`config.mk`:
```
export PLATFORM = sky130hd
export DESIGN_NAME = uart_loader_flat
export DESIGN_NICKNAME = d
export VERILOG_FILES = /design/src/rtl/uart_loader_pkg.sv /design/src/rtl/uart_loader_if.sv /design/src/rtl/uart_loader_word_asm.sv /design/src/rtl/uart_loader.sv /design/src/flat_wrapper.sv
export SDC_FILE = /design/constraint.sdc
export NUM_CORES = 1
export LEC_CHECK = 0
export ABC_AREA = 1
export CAP_MARGIN = 5
export CORE_MARGIN = 2
export CORE_UTILIZATION = 50
export DETAILED_ROUTE_END_ITERATION = 8
export PLACE_DENSITY_LB_ADDON = 0.1
export SYNTH_ARGS = -nofsm -noshare
export SYNTH_HDL_FRONTEND = slang
export SYNTH_SLANG_ARGS = --single-unit
```
`constraint.sdc`:
```
create_clock -name clk -period 2 [get_ports clk]
set_clock_uncertainty 0.2 [all_clocks]
set_input_delay 0.4 -clock clk [delete_from_list [all_inputs] [get_ports clk]]
set_output_delay 0.4 -clock clk [all_outputs]
set_load 0.05 [all_outputs]
```
`src/rtl/uart_loader_pkg.sv`:
```
// Shared definitions for the UART boot loader: state encoding, default frame start byte
// and the largest word count a frame may carry for a given RAM address width.
package uart_loader_pkg;

    typedef enum logic [2:0] {
        ST_IDLE  = 3'd0,
        ST_LEN   = 3'd1,
        ST_DATA  = 3'd2,
        ST_WRITE = 3'd3,
        ST_CKSUM = 3'd4,
        ST_ERR   = 3'd5,
        ST_DONE  = 3'd6
    } state_t;

    localparam logic [7:0] MAGIC_DEFAULT = 8'hA5;

    // A frame may fill the whole RAM exactly once, so 2^aw words is still legal.
    function automatic logic [32:0] max_words(input int unsigned aw);
        return 33'd1 << aw;
    endfunction

endpackage

```
`src/rtl/uart_loader_if.sv`:
```
// Byte handshake from uart_rx plus the RAM write port, bundled for the boot loader.
// master = loader side, slave = receiver/RAM side.
interface uart_loader_if #(
    parameter int ADDR_WIDTH = 16
);
    logic [7:0]            rx_data;
    logic                  rx_full;
    logic                  rx_re;
    logic                  mem_we;
    logic [ADDR_WIDTH-1:0] mem_addr;
    logic [31:0]           mem_wdata;
    logic                  mem_ready;

    modport master (
        input  rx_data, rx_full, mem_ready,
        output rx_re, mem_we, mem_addr, mem_wdata
    );

    modport slave (
        output rx_data, rx_full, mem_ready,
        input  rx_re, mem_we, mem_addr, mem_wdata
    );
endinterface

```
`src/rtl/uart_loader_word_asm.sv`:
```
// Little-endian byte-to-word packer: bytes shift in from the top so the first byte
// ends up in bits [7:0]. word_next/word_valid present the completed word on its 4th byte.
module uart_loader_word_asm (
    input  logic        clk,
    input  logic        rst,
    input  logic        clr,
    input  logic        byte_en,
    input  logic [7:0]  byte_in,
    output logic [31:0] word_next,
    output logic        word_valid
);
    logic [1:0]  idx;
    logic [31:0] shreg;

    assign word_next  = {byte_in, shreg[31:8]};
    assign word_valid = byte_en && (idx == 2'd3);

    always_ff @(posedge clk) begin
        if (rst || clr) begin
            idx <= 2'd0;
        end else if (byte_en) begin
            idx <= idx + 2'd1;
        end
    end

    always_ff @(posedge clk) begin
        if (byte_en) begin
            shreg <= word_next;
        end
    end

endmodule

```
`src/rtl/uart_loader.sv`:
```
// Boot loader: holds the CPU in reset, parses A5 | LEN(4) | DATA words from uart_rx and
// writes them to RAM, then releases the CPU. Define UART_LOADER_CKSUM_EN for a trailing XOR byte.
module uart_loader
    import uart_loader_pkg::*;
#(
    parameter int unsigned           ADDR_WIDTH   = 16,
    parameter logic [ADDR_WIDTH-1:0] BASE_ADDR    = '0,
    parameter logic [7:0]            MAGIC        = MAGIC_DEFAULT,
    parameter int unsigned           TIMEOUT_CLKS = 1_000_000
) (
    input  logic          clk,
    input  logic          rst,
    uart_loader_if.master bus,
    output logic          cpu_rst,
    output logic          busy,
    output logic          done,
    output logic          err
);
    localparam logic [32:0] MAX_WORDS = max_words(ADDR_WIDTH);
    localparam logic [31:0] TOUT_LAST = 32'(TIMEOUT_CLKS - 1);
`ifdef UART_LOADER_CKSUM_EN
    localparam state_t ST_FINAL = ST_CKSUM;
`else
    localparam state_t ST_FINAL = ST_DONE;
`endif

    state_t      state, state_nx;
    logic [32:0] remain;
    logic [31:0] tcnt;
    logic        accept, timed, byte_en, tout;
    logic        word_valid;
    logic [31:0] word_next;
`ifdef UART_LOADER_CKSUM_EN
    logic [7:0]  xsum;
`endif

    always_comb begin
        accept  = bus.rx_full && (state inside {ST_IDLE, ST_LEN, ST_DATA, ST_CKSUM});
        timed   = state inside {ST_LEN, ST_DATA, ST_CKSUM};
        byte_en = accept && (state inside {ST_LEN, ST_DATA});
        tout    = (TIMEOUT_CLKS != 0) && timed && !accept && (tcnt == TOUT_LAST);
    end

    assign bus.rx_re  = accept;
    assign bus.mem_we = (state == ST_WRITE);
    assign cpu_rst    = (state != ST_DONE);
    assign done       = (state == ST_DONE);
    assign busy       = !(state inside {ST_IDLE, ST_DONE});

    uart_loader_word_asm u_asm (
        .clk        (clk),
        .rst        (rst),
        .clr        (state == ST_IDLE),
        .byte_en    (byte_en),
        .byte_in    (bus.rx_data),
        .word_next  (word_next),
        .word_valid (word_valid)
    );

    always_comb begin
        state_nx = state;
        case (state)
            ST_IDLE: begin
                if (accept && bus.rx_data == MAGIC) state_nx = ST_LEN;
            end
            ST_LEN: begin
                if (tout) begin
                    state_nx = ST_ERR;
                end else if (word_valid) begin
                    if (word_next == 32'd0)                    state_nx = ST_FINAL;
                    else if ({1'b0, word_next} > MAX_WORDS)    state_nx = ST_ERR;
                    else                                       state_nx = ST_DATA;
                end
            end
            ST_DATA: begin
                if (tout)            state_nx = ST_ERR;
                else if (word_valid) state_nx = ST_WRITE;
            end
            ST_WRITE: begin
                if (bus.mem_ready) state_nx = (remain == 33'd1) ? ST_FINAL : ST_DATA;
            end
`ifdef UART_LOADER_CKSUM_EN
            ST_CKSUM: begin
                if (tout)        state_nx = ST_ERR;
                else if (accept) state_nx = (bus.rx_data == xsum) ? ST_DONE : ST_ERR;
            end
`endif
            ST_ERR:  state_nx = ST_IDLE;
            ST_DONE: state_nx = ST_DONE;
            default: state_nx = ST_IDLE;
        endcase
    end

    always_ff @(posedge clk) begin
        if (rst) begin
            state         <= ST_IDLE;
            err           <= 1'b0;
            bus.mem_addr  <= BASE_ADDR;
            bus.mem_wdata <= 32'd0;
            remain        <= 33'd0;
            tcnt          <= 32'd0;
        end else begin
            state <= state_nx;
            // Idle-time counter only runs while waiting on the UART inside a frame.
            tcnt  <= (!timed || accept) ? 32'd0 : tcnt + 32'd1;
            if (state == ST_IDLE && accept && bus.rx_data == MAGIC) err <= 1'b0;
            if (state == ST_ERR) begin
                err          <= 1'b1;
                bus.mem_addr <= BASE_ADDR;
            end
            if (state == ST_LEN && word_valid)  remain        <= {1'b0, word_next};
            if (state == ST_DATA && word_valid) bus.mem_wdata <= word_next;
            if (state == ST_WRITE && bus.mem_ready) begin
                bus.mem_addr <= bus.mem_addr + 1'b1;
                remain       <= remain - 33'd1;
            end
        end
    end

`ifdef UART_LOADER_CKSUM_EN
    always_ff @(posedge clk) begin
        if (rst) begin
            xsum <= 8'd0;
        end else if (state == ST_IDLE && accept && bus.rx_data == MAGIC) begin
            xsum <= 8'd0;
        end else if (byte_en) begin
            xsum <= xsum ^ bus.rx_data;
        end
    end
`endif

endmodule

```
`src/flat_wrapper.sv`:
```
// flat-port wrapper written by rule: the top's interface ports become plain ports
module uart_loader_flat import uart_loader_pkg::*;
#(
    parameter int unsigned           ADDR_WIDTH   = 16,
    parameter logic [ADDR_WIDTH-1:0] BASE_ADDR    = '0,
    parameter logic [7:0]            MAGIC        = MAGIC_DEFAULT,
    parameter int unsigned           TIMEOUT_CLKS = 1_000_000
)
  (clk, rst, cpu_rst, busy, done, err, bus_rx_data, bus_rx_full, bus_mem_ready, bus_rx_re, bus_mem_we, bus_mem_addr, bus_mem_wdata);
  uart_loader_if #(.ADDR_WIDTH(ADDR_WIDTH)) bus_i ();
  input  logic clk;
  input  logic rst;
  output logic cpu_rst;
  output logic busy;
  output logic done;
  output logic err;
  input wire logic [$bits(bus_i.rx_data)-1:0] bus_rx_data;
  input wire logic [$bits(bus_i.rx_full)-1:0] bus_rx_full;
  input wire logic [$bits(bus_i.mem_ready)-1:0] bus_mem_ready;
  output wire logic [$bits(bus_i.rx_re)-1:0] bus_rx_re;
  output wire logic [$bits(bus_i.mem_we)-1:0] bus_mem_we;
  output wire logic [$bits(bus_i.mem_addr)-1:0] bus_mem_addr;
  output wire logic [$bits(bus_i.mem_wdata)-1:0] bus_mem_wdata;
  assign bus_i.rx_data = bus_rx_data;
  assign bus_i.rx_full = bus_rx_full;
  assign bus_i.mem_ready = bus_mem_ready;
  assign bus_rx_re = bus_i.rx_re;
  assign bus_mem_we = bus_i.mem_we;
  assign bus_mem_addr = bus_i.mem_addr;
  assign bus_mem_wdata = bus_i.mem_wdata;
  uart_loader #(.ADDR_WIDTH(ADDR_WIDTH), .BASE_ADDR(BASE_ADDR), .MAGIC(MAGIC), .TIMEOUT_CLKS(TIMEOUT_CLKS)) u_core (.clk(clk), .rst(rst), .bus(bus_i), .cpu_rst(cpu_rst), .busy(busy), .done(done), .err(err));
endmodule
```
[Yosys cells after proc, flatten, opt, wreduce, memory -nomap -nowiden]
Cells that the tools add are included.
Cells by class
  $add $sub $neg: 4
  multipliers: 0
  div/mod/pow operators: 0
  magnitude comparators: 1
  equal/unequal tests: 15
  shift operators: 0
  muxes and demuxes: 16
  bitwise gates (word level): 0
  reduce and logical (&&, ||, !) cells: 27
Operator list (count)
  $mux 33: 2
  $eq 33x1->1 const B: 1
  $sub 33x1->33 const B: 1
  $add 32x1->32 const B: 1
  $eq 32x20->1 const B: 1
  $gt 32x17->1 const B: 1
  $logic_not 32->1: 1
  $mux 16: 2
  $mux 3: 9
  $add 16x1->16 const B: 1
  $pmux 3 s5: 1
  $logic_and 1x1->1: 11
  $reduce_bool 2->1: 5
  $eq 3x3->1 const B: 3
  $eq 8x8->1 const B: 1
  $eq 3x2->1 const B: 2
  $ne 3x1->1 const B: 2
  $reduce_and 4->1: 1
  $reduce_bool 4->1: 1
  $eq 3x1->1 const B: 1
  $logic_not 1->1: 3
  $logic_not 3->1: 1
  $ne 3x3->1 const B: 1
  $reduce_bool 3->1: 1
  7 further kinds: 9
Storage, ports and cells
  bits in registers: 151
  bits in latches: 0
  bits in writable memories: 0
  bits in read-only memories: 0
  output and inout bits: 54
  logic and storage cells: 71
  memories: 0

[Depth between registers and ports, before layout]
Gate-level depths: netlist of run 1.
  depth after elaboration: 8
  mapped depth: 13

[By module]
From an unflattened synthesis of run 1, not the netlist that was laid out.
Second synthesis, totals
  cell total of the unflattened synthesis: 1041
  area, all modules: 7339.5 um2
Modules (own cells, without submodules)
  uart_loader: times used 1, cells an instance 991, area each 6447.4 um2, sequential area each 2342.2 um2
  uart_loader_word_asm: times used 1, cells an instance 50, area each 892.1 um2, sequential area each 760.7 um2

[Worst setup path after synthesis of run 1]
OpenSTA, ideal clock, no wires.
  path kind: flip-flop to flip-flop
  start point: reg u_core.state[1]
  end point: reg u_core.bus.mem_addr[9]
  arrival: 2.077 ns
  setup slack: -0.398 ns
  cell stages (with the launch flop): 8
  path buffers: 0
  clock period less this slack: 2.398 ns
  path through: dfxtp_1 -> nand2_1 -> nor2_1 -> nand2_1 -> nor4_1 -> nand3_1 -> o21ai_0 -> a21oi_1
Between the ends
  cells in the longest elaborated chain, start to end: 3
  elaborated cells between the ends (all ways): 5
  classes of those cells: eq/ne: 2; mux: 1; reduce/logical: 2
Ends and longest elaborated chain
  start: declaration: RTL line uart_loader.sv:27  | state_t state, state_nx;
  start signal: assignment: RTL line uart_loader.sv:103  | state <= state_nx;
  $eq 3x2->1 (*)
  net bus_mem_we: RTL line flat_wrapper.sv:21  | output wire logic [$bits(bus_i.mem_we)-1:0] bus_mem_we;
  $logic_and 1x1->1 (*): RTL line uart_loader.sv:113  | if (state == ST_WRITE && bus.mem_ready) begin
  $mux 16 or $reduce_bool 2->1 (tied branches)
  end signal: assignment: RTL line uart_loader.sv:114  | bus.mem_addr <= bus.mem_addr + 1'b1;
  end: declaration: RTL line uart_loader_if.sv:16  | output rx_re, mem_we, mem_addr, mem_wdata
The timed path passes the listed nets; every way through them passes the cells marked *.
A chain may end at the register's enable or synchronous reset.

[Worst setup path after layout of run 1]
  start point: reg u_core.state[0]
  end point: out bus_rx_re
Between the ends
  cells in the longest elaborated chain, start to end: 3
  elaborated cells between the ends (all ways): 6
  classes of those cells: eq/ne: 3; reduce/logical: 3
Ends and longest elaborated chain
  $eq 3x1->1 (tied with other cells): RTL line uart_loader.sv:38  | accept = bus.rx_full && (state inside {ST_IDLE, ST_LEN, ST_DATA, ST_CKSUM});
  $reduce_bool 4->1 (*): RTL line uart_loader.sv:38
  $logic_and 1x1->1 (*): RTL line uart_loader.sv:38
  end: declaration: RTL line flat_wrapper.sv:20  | output wire logic [$bits(bus_i.rx_re)-1:0] bus_rx_re;
Mark *: on every way between the ends. The rest lies on a longest branch, timed or not.

==> results of run 1 <==
[path summary, 6_finish.rpt]
check                                         end  cells past startpoint
max                                     bus_rx_re                      5
min          u_core.bus.mem_wdata[5]$_SDFFE_PP0P_                      2
max reg2reg        u_core.remain[30]$_SDFFE_PP0P_                     11
min reg2reg  u_core.bus.mem_wdata[5]$_SDFFE_PP0P_                      2
[worst max-delay path, stage by stage (launching register included)]
cell and delay (ps):
sky130_fd_sc_hd__dfxtp_4 360, sky130_fd_sc_hd__nand2_2 80, sky130_fd_sc_hd__nand2_2 70, sky130_fd_sc_hd__buf_6 130, sky130_fd_sc_hd__a21oi_4 170, sky130_fd_sc_hd__buf_12 160
[power breakdown]
group          leakage (nW)  internal, mW  total (mW)  switching, mW
clock                 0.277          1.85        3.19           1.34
combinational          2.46         0.103       0.249          0.145
sequential             1.18          2.94        2.96         0.0181
total                  3.92          4.89        6.40           1.50
[area by class of cell]
type                       instances  area (um^2)
sequential                       143         3130
fill                            1222         4410
tap                              180          225
clock inverter                    15          161
clock buffer                      17          425
timing repair buffer             162         1430
inverter                          99          408
multi-input combinational        778         3790
[Yosys cell counts, types with 6 or more instances]
cell type	count
sky130_fd_sc_hd__or2_2	10
sky130_fd_sc_hd__nand2_1	275
sky130_fd_sc_hd__nor3_1	26
sky130_fd_sc_hd__nand4_1	20
sky130_fd_sc_hd__dfxtp_1	119
sky130_fd_sc_hd__clkbuf_1	24
sky130_fd_sc_hd__nor2_1	145
sky130_fd_sc_hd__a21oi_1	102
sky130_fd_sc_hd__xnor2_1	7
sky130_fd_sc_hd__o21ai_0	38
sky130_fd_sc_hd__buf_2	7
sky130_fd_sc_hd__edfxtp_1	24
sky130_fd_sc_hd__inv_1	93
sky130_fd_sc_hd__xor2_1	8
sky130_fd_sc_hd__nand3_1	102
sky130_fd_sc_hd__a211oi_1	6
[through the flow]
| step | power (mW) | util, % | worst slack (ps) | cells |
|---|---|---|---|---|
| finish | 6.40 | 68.5 | -7.37 | 1394 |
| global route | 6.56 | 68.5 | -53.7 | 1394 |
| CTS | 6.42 | 67.0 | -40.4 | 1392 |
| detailed placement | 3.25 | 62.4 | -207 | 1358 |
| global placement | 3.25 | 62.4 | -152 | 1358 |
| floorplan | 3.11 | - | 10.5 | 1054 |
[routing by layer]
| metal | vias to the layer above | track usage (%) | part of all wire (%) |
|---|---|---|---|
| li1 | 3779 | - | - |
| met1 | 3490 | 35.2 | 44 |
| met2 | 224 | 44.2 | 48 |
| met3 | 44 | 5.88 | 5.6 |
| met4 | 0 | 10.6 | 2.5 |
| met5 | - | 0 | 0 |
[repair_timing]
action                                  CTS  global route
endpoints found under the setup margin    7            36
pin swaps                                 4            10
gates resized for setup                  19            57
hold buffers                              0             0
cloned                                    0             0
setup buffers                             3             2
[flip-flops by register name, indices dropped and copies added, names as in the netlist]
signal and cells:
u_core.tcnt 32, u_core.err 1, u_core.u_asm.shreg 24, u_core.u_asm.idx 2, u_core.bus.mem_wdata 32, u_core.remain 33
u_core.state 3, u_core.bus.mem_addr 16
[cell families after synthesis]
| group | share of synthesized area [%] |
|---|---|
| adder cells (fa/ha/maj) | 0.865 |
| AO/OA/AOI/OAI | 12.2 |
| buffers and inverters | 7.41 |
| flip-flops | 42.9 |
| XOR/XNOR | 1.82 |
| AND/OR/NAND/NOR | 34.8 |
==> run summary, run 1 <==
The library cell used most frequently in the layout, excluding fill and tap cells, is sky130_fd_sc_hd__nand2_1. STA classifies the critical path endpoint as an output port. The share of post-route cells with drive strength above 1 is 21.3%. The starting DRC count in detailed routing is 687.

The part of the Yosys area used for sequential elements came out at 42.9%. The analysis attributes to cell leakage a power of 3.92 nW. Tracing the worst setup path back leads to its startpoint at u_core.state[0]$_SDFFE_PP0P_. The power per unit of standard cell area came out at 668 mW/mm^2. The mean instance size in the synthesized netlist came out at 6.86 um^2. The cell type with the largest total area after synthesis is sky130_fd_sc_hd__dfxtp_1. The post-synthesis cell type count is 37. Counting every net in the synthesized netlist gives 1071. The placeable core region is 0.0140 mm^2. The antenna violation net count after detailed routing came out at 0.

The clock-pin slew reported for the worst setup and hold paths after clock tree synthesis came out at 60 ps. At the pin with the least slew margin, the transition time is 377 ps. The maximum number of buffers from clock root to sink came out at 2.

The total count of max-transition violations in the final report is 0. The worst hold slack is 259 ps. Summing all non-filler instances in the final layout gives an area of 0.00958 mm^2. The total number of nets in the final design is 1218. The post-placement cell area came out at 0.00873 mm^2. The repair_antennas step left the layout with diodes totalling 0.

The global-route wire length before repair is 34200 um. The launching point of the worst reg2reg path is u_core.state[0]$_SDFFE_PP0P_. For this run, the number of Yosys warnings is 0. The proportion of register bits with asynchronous set or reset after synthesis came out at 0%. The count of endpoints failing setup in the final report is 1.

The remaining design rule violation count is 0. The worst setup path is launched from a flop. Summing every instance area after synthesis gives 0.00723 mm^2. The detailed-routing iteration count for the pre-antenna-repair pass is 5. The setup total negative slack is -7.37 ps.

The placer congestion estimate came out at 0.954. The tightest min-delay check is of the reg -> reg type. The average wire per cell in the routed design came out at 15.1 um. For this run the aggregate overflow at the end of global routing stands at 0.

The number of sinks handled by clock tree synthesis came out at 143. Setup repair after global routing could not meet its margin everywhere. The number of global-route vias before repair came to 7103. During placement, the flow inserted port buffers numbering 65. The number of synthesized register bits came out at 143. The register-to-register path setup slack is 100 ps. The initial utilization of the core area, before any placement, comes to 51.7%. The required time of the critical path is 1400 ps.

The checks that failed: setup timing. The maximum number of pins on one net before global-route repair came out at 75. The clock tree root driver cell is sky130_fd_sc_hd__clkbuf_16. The maximum clock frequency is 498 MHz. The ratio of routed vias to standard cells is 5.41. The number of standard cells after synthesis is 1054.

The startpoint of the worst hold path is u_core.bus.mem_wdata[5]$_SDFFE_PP0P_. The area of the die came out at 0.0154 mm^2. The number of antenna violations at the first check in global routing is 0.

66 I/O pins were placed. The source-to-sink clock delay at the later pin of the worst-skew pair is 430 ps. The die height came out at 124 um. The worst setup margin is -7.37 ps. Buffers inserted during clock tree synthesis total 17.

The final critical-path required period is 2010 ps. The run finished, with violations left. The highest fanout seen on the critical path came out at 4. In the post-synthesis netlist, the biggest area contributors are sky130_fd_sc_hd__dfxtp_1 33%, sky130_fd_sc_hd__nand2_1 14%, sky130_fd_sc_hd__edfxtp_1 10%.

Data on the critical path arrives at its endpoint at 1410 ps. The count of maximum capacitance violations is 0. The post-synthesis to final-layout area growth is 32.4%.

The H-tree was split into 4 levels. Of the available clock period, the critical path in the final layout requires 100%. The number of flops mapped to enable cells by yosys came out at 24.

Measured against its own limit, the worst slew margin works out to 74.6%. The sum of routed wire length over all layers came out at 21100 um. The horizontal die dimension came out at 124 um.

For this run, the leading register cell type out of synthesis is sky130_fd_sc_hd__dfxtp_1. Across the VDD grid, the largest voltage drop is 0.876 mV. TritonCTS built the clock tree. The floorplan has 43 rows.

The global routing usage summed across all routing layers is 27.1%. The HPWL after detailed placement is 15000 um. In the layout the commonest cells are 268 x sky130_fd_sc_hd__nand2_1, 134 x sky130_fd_sc_hd__buf_4, 133 x sky130_fd_sc_hd__nor2_1, 106 x sky130_fd_sc_hd__dfxtp_1, 101 x sky130_fd_sc_hd__a21oi_1.

The class of the most critical setup path is reg -> out. The count of endpoints failing hold in the final timing report came out at 0. Of the post-synthesis cell area, the dominant cell type holds 32.9%. Detailed routing inserted a total of 7537 vias.
Power figures use the tool's default switching activity.
==> inputs of run 2 (changes only) <==
--- a/config.mk
+++ b/config.mk
@@ -7,7 +7,7 @@
 export LEC_CHECK = 0
 export ABC_AREA = 1
 export CAP_MARGIN = 5
-export CORE_MARGIN = 2
+export CORE_MARGIN = 8
 export CORE_UTILIZATION = 50
 export DETAILED_ROUTE_END_ITERATION = 8
 export PLACE_DENSITY_LB_ADDON = 0.1
==> run summary, run 2 (synthesis gave the netlist of run 1 again) <==
The flow ran to the end, but the final reports show violations. The checks that failed: setup timing. The clock-pin slew reported for the worst setup and hold paths after clock tree synthesis is 60 ps (about the same). The quantity of hold-fixing buffers added after cts is 0 (unchanged). In the final layout, the registers with the most flip-flops are u_core.remain: 33 flops, u_core.bus.mem_wdata: 32 flops, u_core.tcnt: 32 flops. The die height came to 136 um (+9.7%). The worst hold slack is 208 ps (-50.4 ps). The number of global-route vias before repair is 6777 (-4.6%).

The number of CTS-inserted buffers is 17 (unchanged). The post-route non-filler standard cell count is 1402 (+0.57%). The net switching power of the design came to 1.49 mW (-0.73%). The library cell used most frequently in the layout, excluding fill and tap cells, is sky130_fd_sc_hd__nand2_1.

The antenna violation net count after detailed routing was 0 (unchanged). The actual transition at the worst max-transition pin is 838 ps (+460 ps). The total area of multi-input combinational cells came out at 0.00380 mm^2 (+0.16%). The count of endpoints failing setup in the final report came out at 3 (+2).

The worst setup margin came out at -16.8 ps (-9.45 ps). The placer congestion estimate came out at 0.925 (-3.1%). The highest fanout seen on the critical path is 5 (+1).

The required time of the critical path was 1400 ps (about the same). The post-synthesis to final-layout area growth was 32.5% (about the same). The number of ports placed on the die boundary is 66 (unchanged).

The maximum number of pins on one net before global-route repair is 75 (unchanged). The placeable core region came to 0.0143 mm^2 (+2.3%). The portion of total power attributed to combinational logic is 3.6% (-0.3 points).

The startpoint identified for the worst hold timing path is rst. The total number of H-tree levels is 4 (unchanged). The maximum vdd drop came out at 0.594 mV (-32%). The count of maximum capacitance violations came to 0 (unchanged). The ratio of routed vias to standard cells came out at 5.29 (-2.2%). The source-to-sink clock delay at the later pin of the worst-skew pair was 420 ps (about the same).

The horizontal die dimension is 136 um (+9.7%). The cell count of the worst reg-to-reg path is 10 (-1). The total number of nets in the final design was 1222 (+0.33%). The flip-flop and latch area came to 0.00313 mm^2 (about the same).

The top cell types in the final layout, fill and taps aside, are 266 x sky130_fd_sc_hd__nand2_1, 140 x sky130_fd_sc_hd__buf_4, 127 x sky130_fd_sc_hd__nor2_1, 107 x sky130_fd_sc_hd__dfxtp_1, 99 x sky130_fd_sc_hd__a21oi_1. The worst setup slack after placement is -329 ps (-122 ps). The maximum number of buffers from clock root to sink came out at 2 (unchanged). The count of endpoints failing hold in the final timing report came out at 0 (unchanged).

The remaining design rule violation count was 0 (unchanged). The global route total overflow came out at 0 (unchanged). The clock share of power is 50.7% (+0.8 points). The average wire per cell in the routed design came out at 15.3 um (+1.4%). The sum of net half-perimeters after detailed placement is 15600 um (+4.1%). The cell count after placement came to 1358 (unchanged). The portion of total power attributed to sequential cells came out at 45.6% (-0.6 points). The number of placement rows came out at 44 (+2.3%). The switching share of power came out at 23.0% (-0.54 points). The worst setup path is launched from a flop. The post-route fraction of the period consumed by the critical path came out at 101% (+0.47 points). The setup total negative slack was -37.3 ps (-29.9 ps). The power per unit of standard cell area is 678 mW/mm^2 (+1.5%). The CTS tree is built. The number of sinks handled by clock tree synthesis came to 143 (unchanged). The count of input and output buffers is 65 (unchanged). The global-route wire length before repair is 34300 um (+0.42%). Setup repair after global routing could not meet its margin everywhere. The worst register-to-register path ends at u_core.tcnt[16]$_SDFF_PP0_. The total count of max-transition violations in the final report came out at 0 (unchanged).

The leakage dissipation came out at 3.97 nW (+1.3%). The maximum clock frequency came out at 496 MHz (-0.47%). The setup path with the least slack is of type reg -> out.

The final critical-path required period came out at 2020 ps (+9.45 ps). The detailed-routing iteration count for the pre-antenna-repair pass was 6 (+1). The area of the die was 0.0186 mm^2 (+20%). The worst setup path is captured at an output port. The sum of routed wire length over all layers is 21500 um (+2.0%).

The starting DRC count in detailed routing came to 615 (-10%). The number of antenna diodes came out at 0 (unchanged). The launching point of the worst reg2reg path is u_core.tcnt[0]$_SDFF_PP0_. The flip-flop count of the largest register, all copies and words added came out at 33 (unchanged).

The global routing usage summed across all routing layers came out at 23.3% (-3.8 points). Counting flops per register, the top entry is u_core.remain. The share of post-route cells with drive strength above 1 is 21.9% (+0.67 points). For hold timing, the worst endpoint is u_core.u_asm.idx[1]$_SDFFE_PP0P_. The internal power is 5.01 mW (+2.3%). The number of antenna violations at the first check in global routing is 0 (unchanged). The final-layout fill cell count came out at 1273 (+4.2%). The data arrival time of the critical path came to 1420 ps (about the same).

The register-to-register path setup slack was 40 ps (-60 ps). The via count came out at 7415 (-1.6%). The cell count of the worst hold path came out at 4 (+2). The clock tree root driver cell is sky130_fd_sc_hd__clkbuf_16. The type of the most critical hold path is in -> reg. The normalized max-slew margin is 44.1% (-30 points). The starting density of the core is 50.5% (-1.2 points).
-- run 2: changes by cell type in the layout (fill, tap and decap cells not counted), sizes merged --
cell      before  now
clkbuf        17   20
inv          100  101
clkinv         8    6
clkinvlp       4    2
buf          152  156
-- run 2: critical path, cell delays in order, from the launching register on --
cell and delay [ps]:
sky130_fd_sc_hd__dfxtp_4 390, sky130_fd_sc_hd__nand2_4 90, sky130_fd_sc_hd__nand2_4 50, sky130_fd_sc_hd__buf_6 120, sky130_fd_sc_hd__a21oi_4 180, sky130_fd_sc_hd__buf_12 160
-- run 2: how the worst max path moves through the flow --
stage / from / end / slack, ps
6_report: u_core.state[1]$_SDFFE_PP0P_ / bus_rx_re / -20
5_1_grt: u_core.tcnt[1]$_SDFF_PP0_ / u_core.tcnt[16]$_SDFF_PP0_ / -60
4_1_cts: u_core.state[0]$_SDFFE_PP0P_ / bus_rx_re / -20
3_5_place_dp: bus_rx_full / u_core.remain[14]$_SDFFE_PP0P_ / -330
3_3_place_gp: bus_rx_full / u_core.remain[11]$_SDFFE_PP0P_ / -290
2_1_floorplan: u_core.state[2]$_SDFFE_PP0P_ / busy / 10
-- run 2: area by class of cell --
cell class                      instances  share of cell area, %
Multi-Input combinational cell        778                   39.7
Clock inverter                         12                   1.53
Sequential cell                       143                   32.6
Inverter                               99                   4.15
Timing Repair Buffer                  166                   14.7
Clock buffer                           20                   4.87
Tap cell                              184                   2.40
-- run 2: stage by stage --
stage / power, mW / instance area [um^2] / util (%)
floorplan: 3.11 / 7270 / -
detailed placement: 3.24 / 8630 / 60.3
CTS: 6.52 / 9370 / 65.4
global placement: 3.24 / 8630 / 60.3
finish: 6.50 / 9580 / 66.9
global route: 6.68 / 9580 / 66.9
-- run 2: per-layer routing --
layer	global-route usage (%)	up-vias	part of all wire [%]
met5	0	-	0
met4	7.87	0	2.0
met3	4.99	24	5.7
met2	35.7	207	45
met1	31.8	3410	47
li1	-	3774	-
-- run 2: what timing repair did --
action	in CTS	in global routing
resized for setup	29	53
pin swaps	4	10
buffers inserted	8	7
setup endpoints to repair	30	55
-- run 2: power by group through the flow --
stage / Sequential, mW / Combinational, mW / Clock [mW]
detailed placement: 3.03 / 0.215 / 0
global route: 2.96 / 0.254 / 3.46
floorplan: 3.02 / 0.0951 / 0
CTS: 2.96 / 0.231 / 3.32
finish: 2.96 / 0.237 / 3.30
global placement: 3.03 / 0.215 / 0
==> inputs of run 3 (changes only) <==
--- a/config.mk
+++ b/config.mk
@@ -7,7 +7,7 @@
 export LEC_CHECK = 0
 export ABC_AREA = 1
 export CAP_MARGIN = 5
-export CORE_MARGIN = 8
+export CORE_MARGIN = 2
 export CORE_UTILIZATION = 50
 export DETAILED_ROUTE_END_ITERATION = 8
 export PLACE_DENSITY_LB_ADDON = 0.1
==> results of run 3 <==
Same layout as run 1: the final DEF is identical, and so are final timing and power.
